## src/rtl/aes_round_ctrl.sv

```systemverilog
// aes_round_ctrl: iterative AES encryption sequencer owning the state register, round counter and handshakes.
// Define AES_ROUND_CTRL_ABORT_EN to add an abort input that cancels the block in flight.
module aes_round_ctrl #(
  parameter int unsigned NR = 10
) (
  input  logic         clk,
  input  logic         rst,
  input  logic         in_valid,
  output logic         in_ready,
  input  logic [127:0] in_data,
  output logic         out_valid,
  input  logic         out_ready,
  output logic [127:0] out_data,
  output logic [3:0]   rk_addr,
  input  logic [127:0] rk_data,
  output logic [127:0] rf_in,
  output logic         rf_final,
  input  logic [127:0] rf_out,
`ifdef AES_ROUND_CTRL_ABORT_EN
  input  logic         abort,
`endif
  output logic         busy
);

  localparam int unsigned BlkW = 128;
  localparam int unsigned RndW = 4;
  localparam logic [RndW-1:0] LastRnd = RndW'(NR);

  typedef enum logic [1:0] {IDLE, ROUND, DONE} state_e;

  state_e            state_q, state_d;
  logic [RndW-1:0]   rnd_q, rnd_d;
  logic [BlkW-1:0]   data_q, data_d;
  logic              abort_c;

`ifdef AES_ROUND_CTRL_ABORT_EN
  assign abort_c = abort && (state_q != IDLE);
`else
  assign abort_c = 1'b0;
`endif

  // Next state, key-store address and input handshake.
  always_comb begin
    state_d  = state_q;
    rnd_d    = rnd_q;
    data_d   = data_q;
    in_ready = 1'b0;
    rk_addr  = '0;
    case (state_q)
      IDLE: begin
        in_ready = 1'b1;
        if (in_valid) begin
          data_d  = in_data ^ rk_data;
          rnd_d   = RndW'(1);
          state_d = ROUND;
        end
      end
      ROUND: begin
        rk_addr = rnd_q;
        data_d  = rf_out ^ rk_data;
        if (rnd_q == LastRnd) begin
          state_d = DONE;
        end else begin
          rnd_d = rnd_q + RndW'(1);
        end
      end
      DONE: begin
        in_ready = out_ready && !abort_c;
        rk_addr  = LastRnd;
        if (out_ready && !abort_c) begin
          if (in_valid) begin
            // Bypass: hand off the result and load the next block in one cycle.
            rk_addr = '0;
            data_d  = in_data ^ rk_data;
            rnd_d   = RndW'(1);
            state_d = ROUND;
          end else begin
            state_d = IDLE;
          end
        end
      end
      default: state_d = IDLE;
    endcase
    if (abort_c) begin
      state_d = IDLE;
      rnd_d   = '0;
      data_d  = data_q;
    end
  end

  always_ff @(posedge clk or posedge rst) begin
    if (rst) begin
      state_q <= IDLE;
      rnd_q   <= '0;
      data_q  <= '0;
    end else begin
      state_q <= state_d;
      rnd_q   <= rnd_d;
      data_q  <= data_d;
    end
  end

  assign out_valid = (state_q == DONE);
  assign out_data  = data_q;
  assign rf_in     = data_q;
  assign rf_final  = (state_q == ROUND) && (rnd_q == LastRnd);
  assign busy      = (state_q != IDLE);

endmodule

```

## config.mk

```make
export PLATFORM = sky130hd
export DESIGN_NAME = aes_round_ctrl
export DESIGN_NICKNAME = d
export VERILOG_FILES = /design/src/rtl/aes_round_ctrl.sv
export SDC_FILE = /design/constraint.sdc
export NUM_CORES = 1
export LEC_CHECK = 0
export CAP_MARGIN = 10
export CORE_AREA = 2 2 253 255
export CTS_CLUSTER_DIAMETER = 40
export DETAILED_ROUTE_END_ITERATION = 16
export DIE_AREA = 0 0 255 257
export SLEW_MARGIN = 30
export SYNTH_ARGS = -nofsm -noshare
export SYNTH_HDL_FRONTEND = slang
export SYNTH_SLANG_ARGS = --single-unit
```

## constraint.sdc

```tcl
create_clock -name clk -period 5.18 [get_ports clk]
set_input_delay 0.777 -clock clk [delete_from_list [all_inputs] [get_ports clk]]
set_output_delay 0.777 -clock clk [all_outputs]
set_load 0.05 [all_outputs]
```

==> impl_metrics.yaml, run 1 <==
drt:
  wl_met1_um: 12800
  drc_errors: 0
  drtIter0Drc: 241
  dr_wl_met2_um: 17200
  drtPass1Iterations: 4
  finalWirelength_um: 32900
  avgViaCountPerCell: 3.42
  ant_nets: 0
  wl_per_cell_um: 15.6
  top_layer: "met5"
  wl_met3_um: 2420
  num_vias: 7214
critical_path:
  worstSetupEndpointType: "output pin"
  cp_cell_sequence: "inv_1 > ha_4 > and4b_1 > clkdlybuf4s50_1"
  critPathRequiredTime_ns: 4.40
  cp.arrival_ns: 2.95
  crit_path_start_kind: "flip-flop"
  cp_slowest_cell: "clkdlybuf4s50_1"
  crit_fanout: 43
  path_class: "flip-flop to output pin"
  cp_slowest_stage_delay_ns: 0.83
synthesis:
  yosys-top-cells-count: "134 x dfrtp_1, 128 x buf_4, 128 x mux2i_1, 128 x xnor2_1, 100 x mux2_4"
  yosysSeqAreaShare_pct: 36.2
  synth-xor-area-share_pct: 12.1
  syn-instance-count: 729
  synthSimpleGateAreaFrac_pct: 1.67
  synthDistinctLibCells: 35
  synth.area.top_cells: "dfrtp_1 36%, mux2_4 16%, mux2i_1 14%, xnor2_1 12%, buf_4 10%"
  synth_top_family_by_area: "multiplexers"
  yosysMostFrequentCell: "dfrtp_1"
  synth_edf_count: 0
  yosys_warnings: 0
  syn-cell-area_sq_mm: 0.00927
  synth_fp_nets: 1125
  synth_flop_cell: "dfrtp_1"
  synth_compound_area_share_pct: 1.07
  ys_ff_latch: 134
  synth.area.mux_share_pct: 33.7
  synth_top_area_share_pct: 36.2
  synthAdderAreaFrac_pct: 1.08
  async_flop_share_pct: 100
  synth_top_area_cell: "dfrtp_1"
  synth_area_per_cell_sq_um: 12.7
status:
  status: "finished, final reports clean"
power_and_ir_drop:
  clkPwrFrac_pct: 10.6
  p_int_w: 0.00578
  power_density_mw_per_mm2: 747
  pwr-share-comb_pct: 71.7
  p_sw_w: 0.00639
  p_seq_share_pct: 17.8
  ir_worst_vdd_v: 0.000476
  switching_share_pct: 52.5
  p_leak_nw: 6.68
clock_tree:
  clock_path_buffers: 2
  postCtsSetupBuffers: 0
  insertion_delay_ns: 0.47
  hold_buffers: 0
  cts-resized-gates: 0
  cts.htree.levels: 4
  cts_inserted_buffers: 17
  clk_pin_slew_ns: 0.06
  cts_tree: "built"
  cts_root_buffer: "clkbuf_16"
  cts_sinks: 134
timing:
  fmax_mhz: 269
  final-hold-violation-count: 0
  skew_ns: 0.00791
  slew_headroom_pct: 46.9
  fin_crit_ns: 3.72
  fin_tns_setup_ns: 0
  finalSetupViolations: 0
  period_share_pct: 71.9
  rsz0062_at_grt: "no"
  timing.hold.ws_ns: 0.531
  slew_viol_final: 0
  tightest_slew_ns: 0.797
flow_run:
  max_cap_viol_count: 0
grt:
  antenna_found_initial: 1
  overflow: 0
  grt_pass1_vias: 7580
  grt_pass1_wl_um: 47000
  grt_use_total_pct: 9.74
  grt_max_degree: 69
worst_hold_path:
  hp-class: "flip-flop to flip-flop"
place:
  io_buffers: 651
  placed_cells: 2074
  place_hpwl_um: 26600
  finalWeightedCongestion: 0.789
floorplan:
  ios: 652
  dieHeight_um: 257
  rows: 92
  coreArea_sq_mm: 0.0627
  initial_utilization_pct: 14.8
  die_x_um: 255
  dieArea_sq_mm: 0.0655
cells_and_area:
  nNetsFinal: 1644
  area_growth_pct: 75.7
  drive_gt1_share_pct: 12.8
  final_cell_count_no_fill: 2108
-- state kept, by name, summed over array words and instances, names as in the netlist --
name      cells
out_data    128
rnd_q         4
state_q       2
-- worst paths after layout --
check,endpoint,startpoint,slack [ns],depth (start not counted)
max,rf_final,state_q[1],1.46,4
min,out_data[40],out_data[40],0.53,1
max reg2reg,out_data[14],state_q[1],2.17,7
min reg2reg,out_data[40],out_data[40],0.53,1
max in group asynchronous,out_data[66],rst,3.54,3
min in group asynchronous,out_data[1],rst,0.75,2
-- kinds of logic after synthesis --
family,after synthesis
buf+inv,163
mux,258
simple gates,27
compound gates,11
xor+xnor,128
fa+ha+maj,8
flops,134
-- per-stage QoR --
step	setup slack (ns)	power, W	utilization, %	area, sq um
2_1_floorplan	0.820	0.00875	-	9270
3_3_place_gp	1.57	0.0109	24.9	15600
3_5_place_dp	1.60	0.0109	24.9	15600
4_1_cts	1.35	0.0123	25.9	16300
5_1_grt	1.28	0.0127	25.9	16300
6_report	1.46	0.0122	26.0	16300
-- placed cells by master, fill, tap and decap left out, drive strengths merged, types with 2 or more instances in the layout --
master and count:
dfrtp 134, clkinv 8, bufinv 3, inv 5
a211oi 2, clkbuf 20, clkdlybuf4s50 651, a21boi 2
mux2i 128, nor2 3, nor2b 2, and3 3
ha 8, nand4b 2, mux2 130, nor4 2
nand3b 2, xnor2 128, buf 7, nand2 7
-- critical path: cells and delay by family (launching register included) --
family / cells / cell delay (ns)
fa+ha+maj: 1 / 0.64
flops: 1 / 0.47
buf+inv: 2 / 0.99
simple gates: 1 / 0.36
-- routing by layer --
metal  global-route usage, %  vias to the layer above
li1                        -                     3406
met1                    10.7                     3446
met2                    17.6                      338
met3                    3.04                       22
met4                    3.20                        2
met5                       0                        -
-- power by group through the flow --
stage          Combinational [W]  Clock, W  Sequential, W
6_report                 0.00872   0.00129        0.00216
5_1_grt                  0.00905   0.00140        0.00225
4_1_cts                  0.00878   0.00137        0.00219
3_5_place_dp             0.00876         0        0.00218
3_3_place_gp             0.00871         0        0.00218
2_1_floorplan            0.00496         0        0.00380
-- final cells by class --
cell class,count,area (sq um)
fill,6494,46500
timing repair buffer,658,6630
multi-input combinational,432,4610
sequential,134,3350
tap,846,1060
clock buffer,20,457
clock inverter,12,153
inverter,5,23.8
antenna,1,2.50
Power figures use the tool's default switching activity.
==> run 2: changes to the inputs <==
- clock period: 5.18 -> 3.9 ns (I/O delays scaled with it)
==> impl_metrics.yaml, run 2 (same netlist as run 1, synthesis figures left out) <==
place:
  place_hpwl_um: 26600
  io_buffers: 651
  finalWeightedCongestion: 0.791
critical_path:
  worstSetupEndpointType: "output pin"
  cp_cell_sequence: "inv_1 > ha_1 > a21boi_0 > clkdlybuf4s50_1"
  cp_slowest_stage_delay_ns: 0.91
  cp_top_family: "buffers and inverters"
  r2r_cells: 6
  cp-endpoint: "rk_addr[1]"
  crit_fanout: 7
  cp_slowest_cell: "clkdlybuf4s50_1"
  critPathRequiredTime_ns: 3.31
  rr_startpoint: "state_q[0]"
  worst-path-buf-inv: 2
  path_depth: 4
  startpoint: "state_q[0]"
  r2r-end: "out_data[9]"
  crit_path_start_kind: "flip-flop"
  r2r_setup_slack_ns: 1.16
  cp.arrival_ns: 2.83
  path_class: "flip-flop to output pin"
timing:
  period_share_pct: 87.7
  tightest_slew_ns: 0.742
  fin_crit_ns: 3.42
  rsz0062_at_grt: "no"
  slew_headroom_pct: 50.4
  fin_tns_setup_ns: 0
  fmax_mhz: 292
  final-hold-violation-count: 0
  slew_viol_final: 0
  skew_ns: 0.00695
  finalSetupViolations: 0
worst_hold_path:
  hp-class: "input pin to asynchronous set/reset pin"
cells_and_area:
  largest_reg_flops: 128
  area_growth_pct: 75.3
  nNetsFinal: 1646
  diodes: 0
  drive_gt1_share_pct: 12.9
  final_common_cell: "clkdlybuf4s50_1"
  final_cell_mix: "651 x clkdlybuf4s50_1, 134 x dfrtp_1, 128 x mux2i_1, 128 x xnor2_1, 100 x mux2_4"
floorplan:
  dieHeight_um: 257
  rows: 92
  ios: 652
  coreArea_sq_mm: 0.0627
  initial_utilization_pct: 14.8
  dieArea_sq_mm: 0.0655
  die_x_um: 255
clock_tree:
  clk_pin_slew_ns: 0.06
  cts_inserted_buffers: 17
  cts_tree: "built"
  postCtsSetupBuffers: 0
  clock_path_buffers: 2
  hold_buffers: 0
  cts_sinks: 134
  cts.htree.levels: 4
  insertion_delay_ns: 0.46
  cts_root_buffer: "clkbuf_16"
  cts-resized-gates: 0
power_and_ir_drop:
  power_density_mw_per_mm2: 988
  switching_share_pct: 52.9
  p_seq_share_pct: 18.0
  p_leak_nw: 6.65
  p_sw_w: 0.00848
  clkPwrFrac_pct: 10.1
  pwr-share-comb_pct: 71.9
  ir_worst_vdd_v: 0.000606
  p_int_w: 0.00756
  total_power_w: 0.0160
status:
  status: "finished, final reports clean"
drt:
  finalWirelength_um: 32900
  drtPass1Iterations: 5
  ant_nets: 0
  num_vias: 7214
  drtIter0Drc: 202
  avgViaCountPerCell: 3.42
  drc_errors: 0
  wl_per_cell_um: 15.6
flow_run:
  max_cap_viol_count: 0
grt:
  grt_use_total_pct: 9.79
  grt_pass1_vias: 7573
  grt_max_degree: 78
  grt_pass1_wl_um: 46800
  overflow: 0
  antenna_found_initial: 1
## run 2: changes by cell type in the layout (fill, tap and decap cells not counted), sizes merged
| cell | delta |
|---|---|
| buf | +2 |
| inv | -1 |
| diode | -1 |
| clkinv | -2 |
| bufinv | -2 |
| clkbuf | +2 |
| clkinvlp | +3 |
## run 2: worst reg2reg max path: stages, from the launching register on
cell and delay (ns):
dfrtp_1 0.49, inv_1 0.17, ha_1 0.30, nor2b_1 0.65, a211oi_4 0.13, buf_12 0.22
mux2_4 0.67
## run 2: final cells by class
cell class | count | area (sq um)
multi-input cells | 432 | 4610
clock inverters | 10 | 97.6
fillers | 6513 | 46500
repair buffers | 660 | 6620
flip-flops and latches | 134 | 3350
well taps | 846 | 1060
clock buffers | 22 | 484
inverters | 5 | 22.5
## run 2: worst min-delay path by stage
stage	slack, ns	end
floorplan	0.55	rnd_q[3]
global placement	0.52	out_data[91]
detailed placement	0.53	out_data[13]
CTS	0.43	out_data[104]
global route	0.46	out_data[104]
finish	0.48	out_data[104]
## run 2: power groups by stage
stage	clock network (W)	registers [W]	logic, W
2_1_floorplan	0	0.00504	0.00659
3_3_place_gp	0	0.00292	0.0116
3_5_place_dp	0	0.00291	0.0116
4_1_cts	0.00173	0.00292	0.0117
5_1_grt	0.00178	0.00300	0.0120
6_report	0.00162	0.00289	0.0115
## run 2: per-layer routing
layer | vias up | share of wire (%) | track usage (%)
li1 | 3394 | - | -
met5 | - | 0.030 | 0
met1 | 3439 | 40 | 11.0
met2 | 352 | 51 | 17.4
met3 | 27 | 6.9 | 2.61
met4 | 2 | 1.7 | 3.93
## run 2: per-stage QoR
stage	hold WS, ns	worst slack, ns	area, sq um	std cells	utilization (%)
global placement	0.525	0.567	15700	2077	25.0
detailed placement	0.529	0.608	15700	2077	25.0
global route	0.461	0.326	16200	2109	25.9
finish	0.475	0.480	16200	2109	25.9
CTS	0.433	0.387	16200	2109	25.9
floorplan	0.555	1.30	9270	729	-
